$ cat src/rtl/gty_ctrl_pkg.sv
// Shared state encodings, default timing and output decode for the GTY reset sequencer.
package gty_ctrl_pkg;

    typedef enum logic [2:0] {
        WAIT_PG    = 3'd0,
        RST_ALL    = 3'd1,
        WAIT_PMA   = 3'd2,
        SETTLE     = 3'd3,
        WAIT_DONE  = 3'd4,
        UP         = 3'd5,
        RX_RECOVER = 3'd6,
        FAULT      = 3'd7
    } gty_state_t;

    localparam int DEF_RESET_PULSE_CYCLES   = 16;
    localparam int DEF_USRCLK_SETTLE_CYCLES = 64;
    localparam int DEF_PMA_TIMEOUT_CYCLES   = 1000000;
    localparam int DEF_DONE_TIMEOUT_CYCLES  = 4000000;
    localparam int DEF_MAX_RETRIES          = 3;
    localparam int DEF_CNT_W                = 24;

    typedef struct packed {
        logic reset_all;
        logic tx_pll_dp;
        logic rx_pll_dp;
        logic rx_dp;
        logic usrclk_active;
        logic link_up;
        logic fault;
    } gty_outs_t;

    // Steady-state output levels for a state; transient pulses are layered on top by the FSM.
    function automatic gty_outs_t state_outs(gty_state_t s);
        gty_outs_t o;
        o               = '0;
        o.reset_all     = (s == WAIT_PG) || (s == RST_ALL) || (s == FAULT);
        o.tx_pll_dp     = (s == RST_ALL);
        o.rx_pll_dp     = (s == RST_ALL);
        o.usrclk_active = (s == WAIT_DONE) || (s == UP) || (s == RX_RECOVER);
        o.link_up       = (s == UP);
        o.fault         = (s == FAULT);
        return o;
    endfunction

    function automatic logic [3:0] sat_inc4(logic [3:0] v);
        return (v == 4'hF) ? v : v + 4'd1;
    endfunction

endpackage

$ cat src/rtl/gty_reset_sequencer_if.sv
// Control/status bundle between the reset sequencer (master) and the GTY wizard plus status logic (slave).
interface gty_reset_sequencer_if;

    logic       sw_reset_req;
    logic       gtpowergood_in;
    logic       txpmaresetdone_in;
    logic       rxpmaresetdone_in;
    logic       gtwiz_reset_tx_done_in;
    logic       gtwiz_reset_rx_done_in;
    logic       gtwiz_reset_rx_cdr_stable_in;
    logic       gtwiz_reset_all_out;
    logic       gtwiz_reset_tx_pll_and_datapath_out;
    logic       gtwiz_reset_rx_pll_and_datapath_out;
    logic       gtwiz_reset_tx_datapath_out;
    logic       gtwiz_reset_rx_datapath_out;
    logic       gtwiz_userclk_tx_active_out;
    logic       gtwiz_userclk_rx_active_out;
    logic       link_up;
    logic       fault;
    logic [3:0] retry_count;
    logic [2:0] state_out;
    logic       rx_cdr_stable;

    modport master (
        input  sw_reset_req, gtpowergood_in, txpmaresetdone_in, rxpmaresetdone_in,
               gtwiz_reset_tx_done_in, gtwiz_reset_rx_done_in, gtwiz_reset_rx_cdr_stable_in,
        output gtwiz_reset_all_out, gtwiz_reset_tx_pll_and_datapath_out,
               gtwiz_reset_rx_pll_and_datapath_out, gtwiz_reset_tx_datapath_out,
               gtwiz_reset_rx_datapath_out, gtwiz_userclk_tx_active_out,
               gtwiz_userclk_rx_active_out, link_up, fault, retry_count, state_out, rx_cdr_stable
    );

    modport slave (
        output sw_reset_req, gtpowergood_in, txpmaresetdone_in, rxpmaresetdone_in,
               gtwiz_reset_tx_done_in, gtwiz_reset_rx_done_in, gtwiz_reset_rx_cdr_stable_in,
        input  gtwiz_reset_all_out, gtwiz_reset_tx_pll_and_datapath_out,
               gtwiz_reset_rx_pll_and_datapath_out, gtwiz_reset_tx_datapath_out,
               gtwiz_reset_rx_datapath_out, gtwiz_userclk_tx_active_out,
               gtwiz_userclk_rx_active_out, link_up, fault, retry_count, state_out, rx_cdr_stable
    );

endinterface

$ cat src/rtl/gty_reset_sequencer_sync_2ff.sv
// Plain two-flop synchronizer bank for level signals crossing into the free-running clock domain.
module sync_2ff #(
    parameter int               WIDTH     = 1,
    parameter logic [WIDTH-1:0] RESET_VAL = '0
) (
    input  logic             clk,
    input  logic             rst_n,
    input  logic [WIDTH-1:0] d,
    output logic [WIDTH-1:0] q
);

    logic [WIDTH-1:0] meta_p0;

    always_ff @(posedge clk or negedge rst_n) begin
        if (!rst_n) begin
            meta_p0 <= RESET_VAL;
            q       <= RESET_VAL;
        end else begin
            // stage 0 -> stage 1
            meta_p0 <= d;
            q       <= meta_p0;
        end
    end

endmodule

$ cat src/rtl/gty_reset_sequencer.sv
// Bring-up / recovery sequencer for one GTY channel behind gtwizard_ultrascale_0, with bounded retries.
module gty_reset_sequencer
    import gty_ctrl_pkg::*;
#(
    parameter int RESET_PULSE_CYCLES   = DEF_RESET_PULSE_CYCLES,
    parameter int USRCLK_SETTLE_CYCLES = DEF_USRCLK_SETTLE_CYCLES,
    parameter int PMA_TIMEOUT_CYCLES   = DEF_PMA_TIMEOUT_CYCLES,
    parameter int DONE_TIMEOUT_CYCLES  = DEF_DONE_TIMEOUT_CYCLES,
    parameter int MAX_RETRIES          = DEF_MAX_RETRIES,
    parameter int CNT_W                = DEF_CNT_W
) (
    input  logic                  aclk,
    input  logic                  aresetn,
    gty_reset_sequencer_if.master gt
);

    localparam logic [CNT_W-1:0] PULSE_LAST  = CNT_W'(RESET_PULSE_CYCLES - 1);
    localparam logic [CNT_W-1:0] SETTLE_LAST = CNT_W'(USRCLK_SETTLE_CYCLES - 1);
    localparam logic [CNT_W-1:0] PMA_TO      = CNT_W'(PMA_TIMEOUT_CYCLES);
    localparam logic [CNT_W-1:0] DONE_TO     = CNT_W'(DONE_TIMEOUT_CYCLES);
    localparam logic [3:0]       MAX_R       = 4'(MAX_RETRIES);

    logic [5:0] async_vec;
    logic [5:0] sync_vec;
    logic       pg_s, txpma_s, rxpma_s, txd_s, rxd_s, cdr_s;

    assign async_vec = {gt.gtwiz_reset_rx_cdr_stable_in, gt.gtwiz_reset_rx_done_in,
                        gt.gtwiz_reset_tx_done_in, gt.rxpmaresetdone_in,
                        gt.txpmaresetdone_in, gt.gtpowergood_in};

    sync_2ff #(.WIDTH(6), .RESET_VAL(6'b0)) u_sync (
        .clk   (aclk),
        .rst_n (aresetn),
        .d     (async_vec),
        .q     (sync_vec)
    );

    assign {cdr_s, rxd_s, txd_s, rxpma_s, txpma_s, pg_s} = sync_vec;

    // Request path resets high so a request held through reset is not seen as a new edge.
    logic sw_meta_p0, sw_sync_p1, sw_prev_p2;
    logic sw_rise;

    always_ff @(posedge aclk or negedge aresetn) begin
        if (!aresetn) begin
            sw_meta_p0 <= 1'b1;
            sw_sync_p1 <= 1'b1;
            sw_prev_p2 <= 1'b1;
        end else begin
            sw_meta_p0 <= gt.sw_reset_req;
            sw_sync_p1 <= sw_meta_p0;
            sw_prev_p2 <= sw_sync_p1;
        end
    end

    assign sw_rise = sw_sync_p1 & ~sw_prev_p2;

    gty_state_t       state_q;
    gty_outs_t        outs_q;
    logic [3:0]       retry_q;
    logic [CNT_W-1:0] timer_q;
    logic             rx_pulse_q;

    logic [CNT_W-1:0] timer_inc;
    logic [3:0]       retry_inc;
    gty_state_t       fail_state;

    assign timer_inc  = (timer_q == '1) ? timer_q : timer_q + CNT_W'(1);
    assign retry_inc  = sat_inc4(retry_q);
    assign fail_state = (retry_inc >= MAX_R) ? FAULT : RST_ALL;

    always_ff @(posedge aclk or negedge aresetn) begin
        if (!aresetn) begin
            state_q    <= WAIT_PG;
            outs_q     <= state_outs(WAIT_PG);
            retry_q    <= '0;
            timer_q    <= '0;
            rx_pulse_q <= 1'b0;
        end else begin
            timer_q <= timer_inc;
            if (sw_rise) begin
                state_q    <= RST_ALL;
                outs_q     <= state_outs(RST_ALL);
                retry_q    <= '0;
                timer_q    <= '0;
                rx_pulse_q <= 1'b0;
            end else if (!pg_s && state_q != WAIT_PG && state_q != FAULT) begin
                state_q    <= WAIT_PG;
                outs_q     <= state_outs(WAIT_PG);
                timer_q    <= '0;
                rx_pulse_q <= 1'b0;
            end else begin
                case (state_q)
                    WAIT_PG: if (pg_s) begin
                        state_q <= RST_ALL;
                        outs_q  <= state_outs(RST_ALL);
                        timer_q <= '0;
                    end
                    RST_ALL: if (timer_q >= PULSE_LAST) begin
                        state_q <= WAIT_PMA;
                        outs_q  <= state_outs(WAIT_PMA);
                        timer_q <= '0;
                    end
                    WAIT_PMA: if (txpma_s && rxpma_s) begin
                        state_q <= SETTLE;
                        outs_q  <= state_outs(SETTLE);
                        timer_q <= '0;
                    end else if (timer_q >= PMA_TO) begin
                        state_q <= fail_state;
                        outs_q  <= state_outs(fail_state);
                        retry_q <= retry_inc;
                        timer_q <= '0;
                    end
                    SETTLE: if (timer_q >= SETTLE_LAST) begin
                        state_q <= WAIT_DONE;
                        outs_q  <= state_outs(WAIT_DONE);
                        timer_q <= '0;
                    end
                    WAIT_DONE: if (txd_s && rxd_s) begin
                        state_q <= UP;
                        outs_q  <= state_outs(UP);
                        retry_q <= '0;
                        timer_q <= '0;
                    end else if (timer_q >= DONE_TO) begin
                        state_q <= fail_state;
                        outs_q  <= state_outs(fail_state);
                        retry_q <= retry_inc;
                        timer_q <= '0;
                    end
                    UP: if (!txd_s || !txpma_s || !rxpma_s) begin
                        state_q    <= fail_state;
                        outs_q     <= state_outs(fail_state);
                        retry_q    <= retry_inc;
                        timer_q    <= '0;
                        rx_pulse_q <= 1'b0;
                    end else if (rx_pulse_q) begin
                        if (timer_q >= PULSE_LAST) begin
                            state_q    <= RX_RECOVER;
                            outs_q     <= state_outs(RX_RECOVER);
                            timer_q    <= '0;
                            rx_pulse_q <= 1'b0;
                        end
                    end else if (!rxd_s) begin
                        // Rx-only recovery: link is reported down for the whole pulse.
                        rx_pulse_q     <= 1'b1;
                        timer_q        <= '0;
                        outs_q.rx_dp   <= 1'b1;
                        outs_q.link_up <= 1'b0;
                    end
                    RX_RECOVER: if (rxd_s) begin
                        state_q <= UP;
                        outs_q  <= state_outs(UP);
                        timer_q <= '0;
                    end else if (timer_q >= DONE_TO) begin
                        state_q <= fail_state;
                        outs_q  <= state_outs(fail_state);
                        retry_q <= retry_inc;
                        timer_q <= '0;
                    end
                    default: ;
                endcase
            end
        end
    end

    assign gt.gtwiz_reset_all_out                 = outs_q.reset_all;
    assign gt.gtwiz_reset_tx_pll_and_datapath_out = outs_q.tx_pll_dp;
    assign gt.gtwiz_reset_rx_pll_and_datapath_out = outs_q.rx_pll_dp;
    assign gt.gtwiz_reset_tx_datapath_out         = 1'b0;
    assign gt.gtwiz_reset_rx_datapath_out         = outs_q.rx_dp;
    assign gt.gtwiz_userclk_tx_active_out         = outs_q.usrclk_active;
    assign gt.gtwiz_userclk_rx_active_out         = outs_q.usrclk_active;
    assign gt.link_up                             = outs_q.link_up;
    assign gt.fault                               = outs_q.fault;
    assign gt.retry_count                         = retry_q;
    assign gt.state_out                           = state_q;
    assign gt.rx_cdr_stable                       = cdr_s;

endmodule

$ cat src/flat_wrapper.sv
// flat-port wrapper written by rule: the top's interface ports become plain ports
module gty_reset_sequencer_flat import gty_ctrl_pkg::*;
#(
    parameter int RESET_PULSE_CYCLES   = DEF_RESET_PULSE_CYCLES,
    parameter int USRCLK_SETTLE_CYCLES = DEF_USRCLK_SETTLE_CYCLES,
    parameter int PMA_TIMEOUT_CYCLES   = DEF_PMA_TIMEOUT_CYCLES,
    parameter int DONE_TIMEOUT_CYCLES  = DEF_DONE_TIMEOUT_CYCLES,
    parameter int MAX_RETRIES          = DEF_MAX_RETRIES,
    parameter int CNT_W                = DEF_CNT_W
)
  (aclk, aresetn, gt_sw_reset_req, gt_gtpowergood_in, gt_txpmaresetdone_in, gt_rxpmaresetdone_in, gt_gtwiz_reset_tx_done_in, gt_gtwiz_reset_rx_done_in, gt_gtwiz_reset_rx_cdr_stable_in, gt_gtwiz_reset_all_out, gt_gtwiz_reset_tx_pll_and_datapath_out, gt_gtwiz_reset_rx_pll_and_datapath_out, gt_gtwiz_reset_tx_datapath_out, gt_gtwiz_reset_rx_datapath_out, gt_gtwiz_userclk_tx_active_out, gt_gtwiz_userclk_rx_active_out, gt_link_up, gt_fault, gt_retry_count, gt_state_out, gt_rx_cdr_stable);
  gty_reset_sequencer_if gt_i ();
  input  logic aclk;
  input  logic aresetn;
  input wire logic [$bits(gt_i.sw_reset_req)-1:0] gt_sw_reset_req;
  input wire logic [$bits(gt_i.gtpowergood_in)-1:0] gt_gtpowergood_in;
  input wire logic [$bits(gt_i.txpmaresetdone_in)-1:0] gt_txpmaresetdone_in;
  input wire logic [$bits(gt_i.rxpmaresetdone_in)-1:0] gt_rxpmaresetdone_in;
  input wire logic [$bits(gt_i.gtwiz_reset_tx_done_in)-1:0] gt_gtwiz_reset_tx_done_in;
  input wire logic [$bits(gt_i.gtwiz_reset_rx_done_in)-1:0] gt_gtwiz_reset_rx_done_in;
  input wire logic [$bits(gt_i.gtwiz_reset_rx_cdr_stable_in)-1:0] gt_gtwiz_reset_rx_cdr_stable_in;
  output wire logic [$bits(gt_i.gtwiz_reset_all_out)-1:0] gt_gtwiz_reset_all_out;
  output wire logic [$bits(gt_i.gtwiz_reset_tx_pll_and_datapath_out)-1:0] gt_gtwiz_reset_tx_pll_and_datapath_out;
  output wire logic [$bits(gt_i.gtwiz_reset_rx_pll_and_datapath_out)-1:0] gt_gtwiz_reset_rx_pll_and_datapath_out;
  output wire logic [$bits(gt_i.gtwiz_reset_tx_datapath_out)-1:0] gt_gtwiz_reset_tx_datapath_out;
  output wire logic [$bits(gt_i.gtwiz_reset_rx_datapath_out)-1:0] gt_gtwiz_reset_rx_datapath_out;
  output wire logic [$bits(gt_i.gtwiz_userclk_tx_active_out)-1:0] gt_gtwiz_userclk_tx_active_out;
  output wire logic [$bits(gt_i.gtwiz_userclk_rx_active_out)-1:0] gt_gtwiz_userclk_rx_active_out;
  output wire logic [$bits(gt_i.link_up)-1:0] gt_link_up;
  output wire logic [$bits(gt_i.fault)-1:0] gt_fault;
  output wire logic [$bits(gt_i.retry_count)-1:0] gt_retry_count;
  output wire logic [$bits(gt_i.state_out)-1:0] gt_state_out;
  output wire logic [$bits(gt_i.rx_cdr_stable)-1:0] gt_rx_cdr_stable;
  assign gt_i.sw_reset_req = gt_sw_reset_req;
  assign gt_i.gtpowergood_in = gt_gtpowergood_in;
  assign gt_i.txpmaresetdone_in = gt_txpmaresetdone_in;
  assign gt_i.rxpmaresetdone_in = gt_rxpmaresetdone_in;
  assign gt_i.gtwiz_reset_tx_done_in = gt_gtwiz_reset_tx_done_in;
  assign gt_i.gtwiz_reset_rx_done_in = gt_gtwiz_reset_rx_done_in;
  assign gt_i.gtwiz_reset_rx_cdr_stable_in = gt_gtwiz_reset_rx_cdr_stable_in;
  assign gt_gtwiz_reset_all_out = gt_i.gtwiz_reset_all_out;
  assign gt_gtwiz_reset_tx_pll_and_datapath_out = gt_i.gtwiz_reset_tx_pll_and_datapath_out;
  assign gt_gtwiz_reset_rx_pll_and_datapath_out = gt_i.gtwiz_reset_rx_pll_and_datapath_out;
  assign gt_gtwiz_reset_tx_datapath_out = gt_i.gtwiz_reset_tx_datapath_out;
  assign gt_gtwiz_reset_rx_datapath_out = gt_i.gtwiz_reset_rx_datapath_out;
  assign gt_gtwiz_userclk_tx_active_out = gt_i.gtwiz_userclk_tx_active_out;
  assign gt_gtwiz_userclk_rx_active_out = gt_i.gtwiz_userclk_rx_active_out;
  assign gt_link_up = gt_i.link_up;
  assign gt_fault = gt_i.fault;
  assign gt_retry_count = gt_i.retry_count;
  assign gt_state_out = gt_i.state_out;
  assign gt_rx_cdr_stable = gt_i.rx_cdr_stable;
  gty_reset_sequencer #(.RESET_PULSE_CYCLES(RESET_PULSE_CYCLES), .USRCLK_SETTLE_CYCLES(USRCLK_SETTLE_CYCLES), .PMA_TIMEOUT_CYCLES(PMA_TIMEOUT_CYCLES), .DONE_TIMEOUT_CYCLES(DONE_TIMEOUT_CYCLES), .MAX_RETRIES(MAX_RETRIES), .CNT_W(CNT_W)) u_core (.aclk(aclk), .aresetn(aresetn), .gt(gt_i));
endmodule
$ cat config.mk
export PLATFORM = sky130hd
export DESIGN_NAME = gty_reset_sequencer_flat
export DESIGN_NICKNAME = d
export VERILOG_FILES = /design/src/rtl/gty_ctrl_pkg.sv /design/src/rtl/gty_reset_sequencer_if.sv /design/src/rtl/gty_reset_sequencer_sync_2ff.sv /design/src/rtl/gty_reset_sequencer.sv /design/src/flat_wrapper.sv
export SDC_FILE = /design/constraint.sdc
export NUM_CORES = 1
export LEC_CHECK = 0
export BUFFER_PORTS_ARGS = -buffer_cell sky130_fd_sc_hd__buf_2
export CAP_MARGIN = 20
export CORE_UTILIZATION = 55
export DETAILED_ROUTE_END_ITERATION = 6
export PLACE_DENSITY_LB_ADDON = 0.15
export SYNTH_ARGS = -nofsm -noshare
export SYNTH_HDL_FRONTEND = slang
export SYNTH_SLANG_ARGS = --single-unit
$ cat constraint.sdc
create_clock -name aclk -period 4.1 [get_ports aclk]
set_clock_uncertainty 0.05 [all_clocks]
set_input_delay 0.82 -clock aclk [delete_from_list [all_inputs] [get_ports aclk]]
set_output_delay 0.82 -clock aclk [all_outputs]
set_load 0.03 [all_outputs]
==> flow_metrics.tcl, run 1 <==
set metrics [dict create \
    status "complete, no violations" \
    ctsResizeCount 0 \
    preCtsSetupSlack_ns 1.35 \
    fin_cells 412 \
    multi_input_area_um2 1520 \
    start_util_pct 57.8 \
    hold_class "register to register" \
    cts_buffers 5 \
    start_kind "register" \
    cp.arrival_ns 2.95 \
    ys_seq_area_share_pct 45.4 \
    antenna_found_initial 0 \
    setup_tns_ns 0 \
    clock.fmax_ghz 0.359 \
    r2r_slack_ns 1.31 \
    synth_seq_cells 54 \
    syn_area_um2 2990 \
    power.share.switching_pct 39.3 \
    clkSinkCount 54 \
    avgSynthCellArea_um2 9.23 \
    power_frac_seq_pct 43.8 \
    switchingPower_mw 0.595 \
    slew_violations 0 \
    drive_above_1_share_pct 13.5 \
    synth_edf_count 0 \
    power_frac_comb_pct 35.0 \
    period_minus_slack_ns 2.79 \
    cp_slowest_cell "dfrtp_1" \
    finalHoldViolCount 0 \
    ir_worst_vdd_mv 0.324 \
    cap_violations 0 \
    grt_max_degree 30 \
    hpwlAfterDp_um 4660 \
    syn-instance-count 324 \
    final_core_util_pct 62.5 \
    ys_types 60 \
    setup.worst_path.end_class "register" \
    core-area_um2 5170 \
    routed_wl_um 6400 \
    cpPeakStageDelay_ns 0.71 \
    report.power.total_mw 1.51 \
    rsz0062_at_grt "false" \
    period_share_pct 67.9 \
    worstPathMaxFanout 25 \
    diodes 0 \
    pin_count 26 \
    vias_per_cell 6.08 \
    routabilityCongestion 0.928 \
    holdBufCountCts 0 \
    grt_usage_pct 24.6 \
    postRouteAntennaNets 0 \
    postLayoutSetupSlackWorst_ns 1.31 \
    ys_warn_count 0 \
    dp.cells 404 \
    design.die.area_um2 5740 \
    syn_nets 336 \
    cts_tree "built" \
    htreeDepth 2 \
    clockRootBuffer "clkbuf_8" \
    wire_per_inst_um 15.5 \
    synthArstFlopShare_pct 100 \
    grt_pass1_wl_um 10600 \
    setup_viol 0 \
    p_leak_nw 1.38 \
    syn_to_final_growth_pct 8.03 \
    crit_chain "nor3b_1 > nand3_1 > o21ai_0 > nor2_1 > a21o_1 > a211oi_1" \
    grt_pass1_vias 2196 \
    worst_ep_required_time_ns 4.26 \
    final.fill_count 441 \
    synth_ff_type "dfrtp_1" \
    rows 26 \
    clkPwrFrac_pct 21.2 \
    internal_power_mw 0.918 \
    die_h_um 75.7 \
    crit_type "register to register" \
    cts_setup_buffers 0 \
    max-slew-margin-rel_pct 46.6 \
    drtIter0Drc 223 \
    ff_latch_area_um2 1360 \
    vias 2504 \
    drc_errors 0 \
    path_clk_slew_ns 0.10 \
    worst_pin_slew_ns 0.801 \
    overflow 0 \
    portBuffers 24 \
    clk_latency_ns 0.30 \
    powerDensity_nw_per_um2 468 \
    die_w_um 75.7 \
    drt_first_pass_iters 5 \
    nNetsFinal 353 \
    clock_path_buffers 2 \
]
## cells in the final DEF (no fill, tap or decap), drive strengths merged, types with 3 or more instances in the layout
cell	instances
nor4	4
nand3	23
dfrtp	50
xnor2	6
nor3	14
and3	7
clkbuf	7
or3	3
nand2	26
buf	25
o31ai	5
ha	3
nor2b	4
a211oi	3
a21oi	11
a31oi	7
xor2	16
a311oi	4
inv	9
and2	5
o21ai	13
o2bb2ai	4
dfstp	4
nor2	41
nand4	7
## per-layer routing
layer	GRT usage (%)	routed length [um]	up-vias
met4	5.14	67	0
met5	0	0	-
met2	37.3	2790	92
met3	4.37	401	8
li1	-	-	1204
met1	37.0	3140	1200
## cells by family after synthesis
| family | synth area share [%] |
|---|---|
| AOI/OAI and AO/OA | 17.3 |
| muxes | 1.05 |
| other | 0.125 |
| xor gates and xnor gates | 6.44 |
| buffers and inverters | 3.81 |
| adders and majority gates | 1.26 |
| DFF | 45.4 |
| and+or+nand+nor | 24.7 |
## synthesized netlist by cell type, drive strengths merged (3+ instances only)
| cell type | number | share of area [%] |
|---|---|---|
| and2 | 5 | 1.0 |
| a21oi | 11 | 1.8 |
| or3 | 3 | 0.63 |
| and3 | 7 | 1.5 |
| xor2 | 16 | 4.7 |
| dfrtp | 50 | 42 |
| dfstp | 4 | 3.5 |
| o2bb2ai | 4 | 1.2 |
| buf | 7 | 1.6 |
| o31ai | 5 | 1.3 |
| nor2b | 4 | 0.84 |
| o21ai | 13 | 2.2 |
| nand2 | 26 | 3.3 |
| ha | 3 | 1.3 |
| xnor2 | 6 | 1.8 |
| nor3 | 14 | 2.3 |
| nand4 | 7 | 1.7 |
| nand3 | 23 | 3.8 |
| inv | 9 | 1.1 |
| nor4 | 4 | 1.0 |
| a31oi | 7 | 1.5 |
| a211oi | 3 | 0.75 |
| a311oi | 4 | 1.6 |
| clkbuf | 8 | 1.0 |
| nor2 | 41 | 5.1 |
## power groups by stage
| stage | Sequential [mW] | Clock (mW) | Combinational (mW) |
|---|---|---|---|
| after floorplan | 0.701 | 0 | 0.360 |
| after global placement | 0.671 | 0 | 0.525 |
| after detailed placement | 0.671 | 0 | 0.525 |
| after CTS | 0.661 | 0.333 | 0.528 |
| after global routing | 0.674 | 0.354 | 0.590 |
| final | 0.663 | 0.321 | 0.529 |
## state kept, by name, indices dropped and copies added (netlist names)
signal                                         cells
u_core.sw_prev_p2                                  1
u_core.u_sync.meta_p0                              6
u_core.sw_meta_p0                                  1
u_core.rx_pulse_q                                  1
u_core.gt.state_out                                3
u_core.gt.gtwiz_reset_all_out                      1
u_core.gt.link_up                                  1
u_core.gt.retry_count                              4
u_core.timer_q                                    24
u_core.gt.gtwiz_reset_rx_pll_and_datapath_out      1
u_core.u_sync.q                                    6
u_core.gt.gtwiz_userclk_rx_active_out              1
u_core.gt.gtwiz_reset_tx_pll_and_datapath_out      1
u_core.gt.fault                                    1
u_core.sw_sync_p1                                  1
u_core.gt.gtwiz_reset_rx_datapath_out              1
## final cells by class
| class | instances | share of cell area [%] |
|---|---|---|
| Inverter | 9 | 1.05 |
| Clock inverter | 1 | 0.271 |
| Tap cell | 70 | 2.71 |
| Clock buffer | 7 | 2.98 |
| Timing Repair Buffer | 25 | 3.95 |
| Sequential cell | 54 | 42.0 |
| Multi-Input combinational cell | 246 | 47.1 |
## through the flow
stage | hold slack, ns | area [um^2]
CTS | 0.306 | 3230
global route | 0.316 | 3230
detailed placement | 0.285 | 3130
floorplan | 0.281 | 2990
global placement | 0.281 | 3130
finish | 0.304 | 3230
## worst max-delay path, delay by kind of cell (launching register included)
kind             cells  cell delay [ns]
flip-flops           1             0.71
AND/OR/NAND/NOR      3             0.94
AO/OA/AOI/OAI        3             1.00
## path summary, 6_finish.rpt
path,startpoint,end,cells past startpoint
min in group asynchronous,aresetn,u_core.gt.retry_count[1],1
max in group asynchronous,aresetn,u_core.u_sync.q[2],2
setup reg to reg,u_core.gt.state_out[1],u_core.timer_q[2],6
hold reg to reg,u_core.u_sync.meta_p0[2],u_core.u_sync.q[2],0
setup / recovery,u_core.gt.state_out[1],u_core.timer_q[2],6
hold / removal,u_core.u_sync.meta_p0[2],u_core.u_sync.q[2],0
No activity file was read; power rests on OpenSTA's default activity.
==> run 2: changes to the inputs <==
--- a/config.mk
+++ b/config.mk
@@ -7,7 +7,7 @@
 export LEC_CHECK = 0
 export BUFFER_PORTS_ARGS = -buffer_cell sky130_fd_sc_hd__buf_2
 export CAP_MARGIN = 20
-export CORE_UTILIZATION = 55
+export CORE_UTILIZATION = 54
 export DETAILED_ROUTE_END_ITERATION = 6
 export PLACE_DENSITY_LB_ADDON = 0.15
 export SYNTH_ARGS = -nofsm -noshare
==> constraint.sdc (replaced) <==
create_clock -name aclk -period 2.4 [get_ports aclk]
set_clock_uncertainty 0.05 [all_clocks]
set_input_delay 0.48 -clock aclk [delete_from_list [all_inputs] [get_ports aclk]]
set_output_delay 0.48 -clock aclk [all_outputs]
set_load 0.03 [all_outputs]
==> run 2 against run 1 <==
  * Largest power group unchanged
  * Clock-buffer cell count is 2 lower
  * Cell area increased by 5.8%
  * Combinational power up 110%
  * Utilization grew 3.2 points
  * Critical path depth stayed put
  * Total power increased by 77%
  * First-iteration DRC count is 7.2% lower
  * Global-route usage down 0.13 points
  * Cell count increased by 4.1%
  * Hold slack got worse by 0.18 ns
==> flow_metrics.tcl, run 2 (synthesis results as in run 1) <==
set metrics [dict create \
    final_common_cell "dfrtp_1" \
    multi_input_area_um2 1580 \
    setup.worst_path.end_class "register" \
    worst_pin_slew_ns 0.630 \
    setup_viol 0 \
    period_share_pct 96.4 \
    finalHoldViolCount 0 \
    mostFrequentLayoutCells "dfrtp_1 (47), nor2_1 (41), nand2_1 (26)" \
    grt_usage_pct 24.5 \
    cts_buffers 5 \
    nNetsFinal 371 \
    clock.fmax_ghz 0.432 \
    pin_count 26 \
    die_h_um 76.4 \
    grt_pass1_wl_um 11500 \
    setup_tns_ns 0 \
    core-area_um2 5200 \
    period_minus_slack_ns 2.31 \
    grt_pass1_vias 2377 \
    start_util_pct 57.5 \
    slew_violations 0 \
    htreeDepth 2 \
    ff_latch_area_um2 1360 \
    hpwlAfterDp_um 4850 \
    largest_reg_flops 24 \
    rr_worst_depth 6 \
    routed_wl_um 6710 \
    crit_type "register to register" \
    top_regs "u_core.timer_q: 24 flops, u_core.u_sync.meta_p0: 6 flops, u_core.u_sync.q: 6 flops" \
    design.die.area_um2 5840 \
    drt_first_pass_iters 5 \
    drc_errors 0 \
    clkSinkCount 54 \
    syn_to_final_growth_pct 14.3 \
    clk_latency_ns 0.30 \
    powerDensity_nw_per_um2 783 \
    cap_violations 0 \
    wire_per_inst_um 15.6 \
    status "complete, no violations" \
    grt_max_degree 30 \
    vias_per_cell 6.07 \
    die_w_um 76.4 \
    rsz0062_at_grt "false" \
    max-slew-margin-rel_pct 57.4 \
    cp.arrival_ns 2.48 \
    holdBufCountCts 0 \
    start_kind "register" \
    path_clk_slew_ns 0.10 \
    place_area_um2 3270 \
    report.power.total_mw 2.68 \
    final.fill_count 430 \
    vias 2606 \
    final_core_util_pct 65.7 \
    reg2reg_from "u_core.timer_q[19]" \
    worst_ep_required_time_ns 2.57 \
    fin_area_um2 3420 \
    clockRootBuffer "clkbuf_8" \
    hold_ws_ns 0.128 \
    r2r_slack_ns 0.09 \
    overflow 0 \
    rows 26 \
    ir_worst_vdd_mv 0.704 \
    postRouteAntennaNets 0 \
    largest-register "u_core.timer_q" \
    crit_path_start "u_core.timer_q[19]" \
    antenna_found_initial 0 \
    diodes 0 \
    clock_path_buffers 2 \
    p_leak_nw 1.49 \
    routabilityCongestion 0.910 \
    cts_tree "built" \
    drive_above_1_share_pct 19.8 \
    portBuffers 24 \
    worstPathMaxFanout 5 \
    drtIter0Drc 207 \
    hold_class "primary input to asynchronous set/reset pin" \
    r2r_end "u_core.gt.retry_count[0]" \
]
-- run 2: changes by cell type in the layout (fill, tap and decap cells not counted), sizes merged --
cell | previous run | this run
buf | 25 | 43
clkbuf | 7 | 5
clkinv | 1 | 2
-- run 2: cell type report --
class	count	area share, %
Clock buffer	5	2.01
Tap cell	70	2.56
Sequential cell	54	39.8
Clock inverter	2	0.293
Timing Repair Buffer	43	8.05
Multi-Input combinational cell	246	46.3
Inverter	9	0.988
-- run 2: critical path, stage by stage, from the launching register on --
cell and delay [ns]:
dfrtp_1 0.46, nand4_2 0.15, a311oi_4 0.34, o21ai_1 0.19
a2111o_1 0.52, or3_1 0.39, a31oi_1 0.16
-- run 2: through the flow --
| stage | cells | setup slack, ns |
|---|---|---|
| after global routing | 429 | 0.00228 |
| after CTS | 428 | 0.0579 |
| after floorplan | 324 | 0.257 |
| final | 429 | 0.0873 |
| after global placement | 421 | 0.117 |
| after detailed placement | 421 | 0.0840 |
-- run 2: worst max path at each step --
stage / endpoint / slack [ns] / depth (start not counted)
after floorplan: u_core.gt.state_out[1] / 0.26 / 6
after global placement: u_core.gt.retry_count[0] / 0.12 / 6
after detailed placement: u_core.gt.retry_count[0] / 0.08 / 6
after CTS: u_core.gt.retry_count[0] / 0.06 / 6
after global routing: u_core.timer_q[2] / 0.002 / 8
final: u_core.gt.retry_count[0] / 0.09 / 6
-- run 2: layer usage --
metal	vias up	share of wire (%)	GRT usage, %
met5	-	0	0
met4	0	0.45	4.23
met3	2	6.3	4.91
met2	105	45	37.3
met1	1255	49	36.6
li1	1244	-	-
-- run 2: what timing repair did --
item,4_1_cts,5_1_grt
buffers inserted,0,1
endpoints found under the setup margin,0,33
gates resized for setup,0,11
-- run 2: power breakdown --
part | total [mW] | switching [mW] | internal, mW | leakage (nW)
Combinational | 1.09 | 0.672 | 0.414 | 0.745
Clock | 0.478 | 0.281 | 0.197 | 0.0438
Sequential | 1.11 | 0.114 | 1.00 | 0.698
==> run 3: changes to the inputs <==
--- a/config.mk
+++ b/config.mk
@@ -9,7 +9,9 @@
 export CAP_MARGIN = 20
 export CORE_UTILIZATION = 54
 export DETAILED_ROUTE_END_ITERATION = 6
+export GPL_TIMING_DRIVEN = 0
 export PLACE_DENSITY_LB_ADDON = 0.15
 export SYNTH_ARGS = -nofsm -noshare
 export SYNTH_HDL_FRONTEND = slang
 export SYNTH_SLANG_ARGS = --single-unit
+export TNS_END_PERCENT = 10
==> run 3 against run 2 <==
  * Cell count increased by 0.70%
  * Hold slack lost 0.024 ns
  * Maximum frequency up 2.7%
  * Via count is 0.50% lower
  * Total power barely moved
  * Worst setup slack improved by 0.061 ns
  * Highest routed layer unchanged
==> flow_metrics.tcl, run 3 (synthesis results as in run 1) <==
set metrics [dict create \
    grt_max_degree 31 \
    crit_chain "clkbuf_1 > nor4_4 > nand3_2 > o21ai_0 > a21oi_1 > nand2_1 > mux2i_1" \
    final_common_cell "dfrtp_1" \
    final_core_util_pct 67.1 \
    portBuffers 24 \
    postRouteAntennaNets 0 \
    vias_per_cell 6.00 \
    hpwlAfterDp_um 4840 \
    worst_pin_slew_ns 0.656 \
    switchingPower_mw 1.08 \
    worst_ep_required_time_ns 2.57 \
    path_clk_slew_ns 0.10 \
    hold_class "primary input to asynchronous set/reset pin" \
    worstPathMaxFanout 8 \
    start_util_pct 57.5 \
    power.share.switching_pct 40.1 \
    largest_reg_flops 24 \
    design.die.area_um2 5840 \
    start_kind "register" \
    antenna_found_initial 0 \
    cp_slowest_cell "nor4_4" \
    clock_path_buffers 2 \
    htreeDepth 2 \
    routabilityCongestion 0.914 \
    cpLargestDelayFamily "simple AND/OR/NAND/NOR gates" \
    nNetsFinal 373 \
    preCtsSetupSlack_ns -0.0713 \
    clk_latency_ns 0.30 \
    holdBufCountCts 0 \
    clkPwrFrac_pct 18.6 \
    cap_violations 0 \
    rsz0062_at_grt "true" \
    grt_pass1_wl_um 11000 \
    clock.fmax_ghz 0.444 \
    p_leak_nw 1.49 \
    syn_to_final_growth_pct 16.7 \
    wire_per_inst_um 15.3 \
    cts_tree "built" \
    cts_buffers 5 \
    pin_count 26 \
    clkSinkCount 54 \
    ir_worst_vdd_mv 0.602 \
    clockRootBuffer "clkbuf_8" \
    fin_cells 432 \
    critPathBufInv 1 \
    powerDensity_nw_per_um2 767 \
    grt_usage_pct 23.7 \
    die_w_um 76.4 \
    setup_tns_ns 0 \
    routed_wl_um 6610 \
    finalHoldViolCount 0 \
    drt_first_pass_iters 5 \
    postLayoutSetupSlackWorst_ns 0.148 \
    drc_errors 0 \
    setup_viol 0 \
    period_minus_slack_ns 2.25 \
    slew_violations 0 \
    cp.arrival_ns 2.42 \
    top_regs "u_core.timer_q: 24 flops, u_core.u_sync.meta_p0: 6 flops, u_core.u_sync.q: 6 flops" \
    die_h_um 76.4 \
    internal_power_mw 1.60 \
    grt_pass1_vias 2267 \
    overflow 0 \
    power_frac_comb_pct 40.3 \
    cpPeakStageDelay_ns 0.38 \
    setup.worst_path.end_class "register" \
    dp.cells 419 \
    rows 26 \
    crit_type "register to register" \
    diodes 0 \
    drtIter0Drc 251 \
    drive_above_1_share_pct 21.5 \
    period_share_pct 93.8 \
    core-area_um2 5200 \
    vias 2593 \
    max-slew-margin-rel_pct 55.7 \
    largest-register "u_core.timer_q" \
    power_frac_seq_pct 41.1 \
    status "complete, no violations" \
    report.power.total_mw 2.68 \
    mostFrequentLayoutCells "dfrtp_1 (50), nor2_1 (40), nand2_1 (26)" \
]
-- run 3: path summary, 6_finish.rpt --
| path | start | to | slack, ns | cells after the start |
|---|---|---|---|---|
| worst max-delay path | u_core.timer_q[23] | u_core.gt.state_out[0] | 0.15 | 7 |
| worst min-delay path | aresetn | u_core.u_sync.meta_p0[5] | 0.10 | 1 |
| min in group aclk | gt_sw_reset_req | u_core.sw_meta_p0 | 0.22 | 1 |
| worst max register to register | u_core.timer_q[23] | u_core.gt.state_out[0] | 0.15 | 7 |
| max in group asynchronous | aresetn | u_core.gt.gtwiz_reset_all_out | 1.56 | 2 |
| worst min register to register | u_core.u_sync.meta_p0[0] | u_core.u_sync.q[0] | 0.30 | 0 |
-- run 3: layout make-up --
type / count / area, um^2
buffer: 15 / 88.8
clock buffer: 6 / 72.6
clock inverter: 2 / 13.8
fill: 445 / 1710
inverter: 9 / 33.8
multi-input combinational: 246 / 1660
sequential: 54 / 1360
tap: 70 / 87.6
timing repair buffer: 30 / 178
-- run 3: worst register-to-register path: stages (launching register included) --
cell      delay (ns)
dfrtp_1         0.37
clkbuf_1        0.20
nor4_4          0.38
nand3_2         0.17
o21ai_0         0.35
a21oi_1         0.22
nand2_1         0.20
mux2i_1         0.22
-- run 3: per-stage QoR --
stage / area [um^2] / hold WS, ns
final: 3490 / 0.104
after global routing: 3490 / 0.156
after CTS: 3350 / 0.123
after detailed placement: 3220 / 0.285
after global placement: 3200 / 0.282
after floorplan: 2990 / 0.134
-- run 3: power groups by stage --
stage          Clock [mW]  Sequential (mW)  Combinational (mW)
6_report            0.497             1.10                1.08
5_1_grt             0.546             1.12                1.19
4_1_cts             0.517             1.09                1.01
3_5_place_dp            0             1.10               0.973
3_3_place_gp            0             1.10               0.968
2_1_floorplan           0             1.20               0.615
-- run 3: routing by layer --
metal  up-vias  track usage (%)  wire length [um]
li1       1252                -                 -
met1      1232             35.9              3200
met2        93             34.9              2990
met3        16             3.71               323
met4         0             6.54                97
met5         -                0                 0
-- run 3: what timing repair did --
item	in CTS	in global routing
gates resized for setup	7	27
pin swaps	0	8
setup buffers	0	5
setup endpoints to repair	23	37
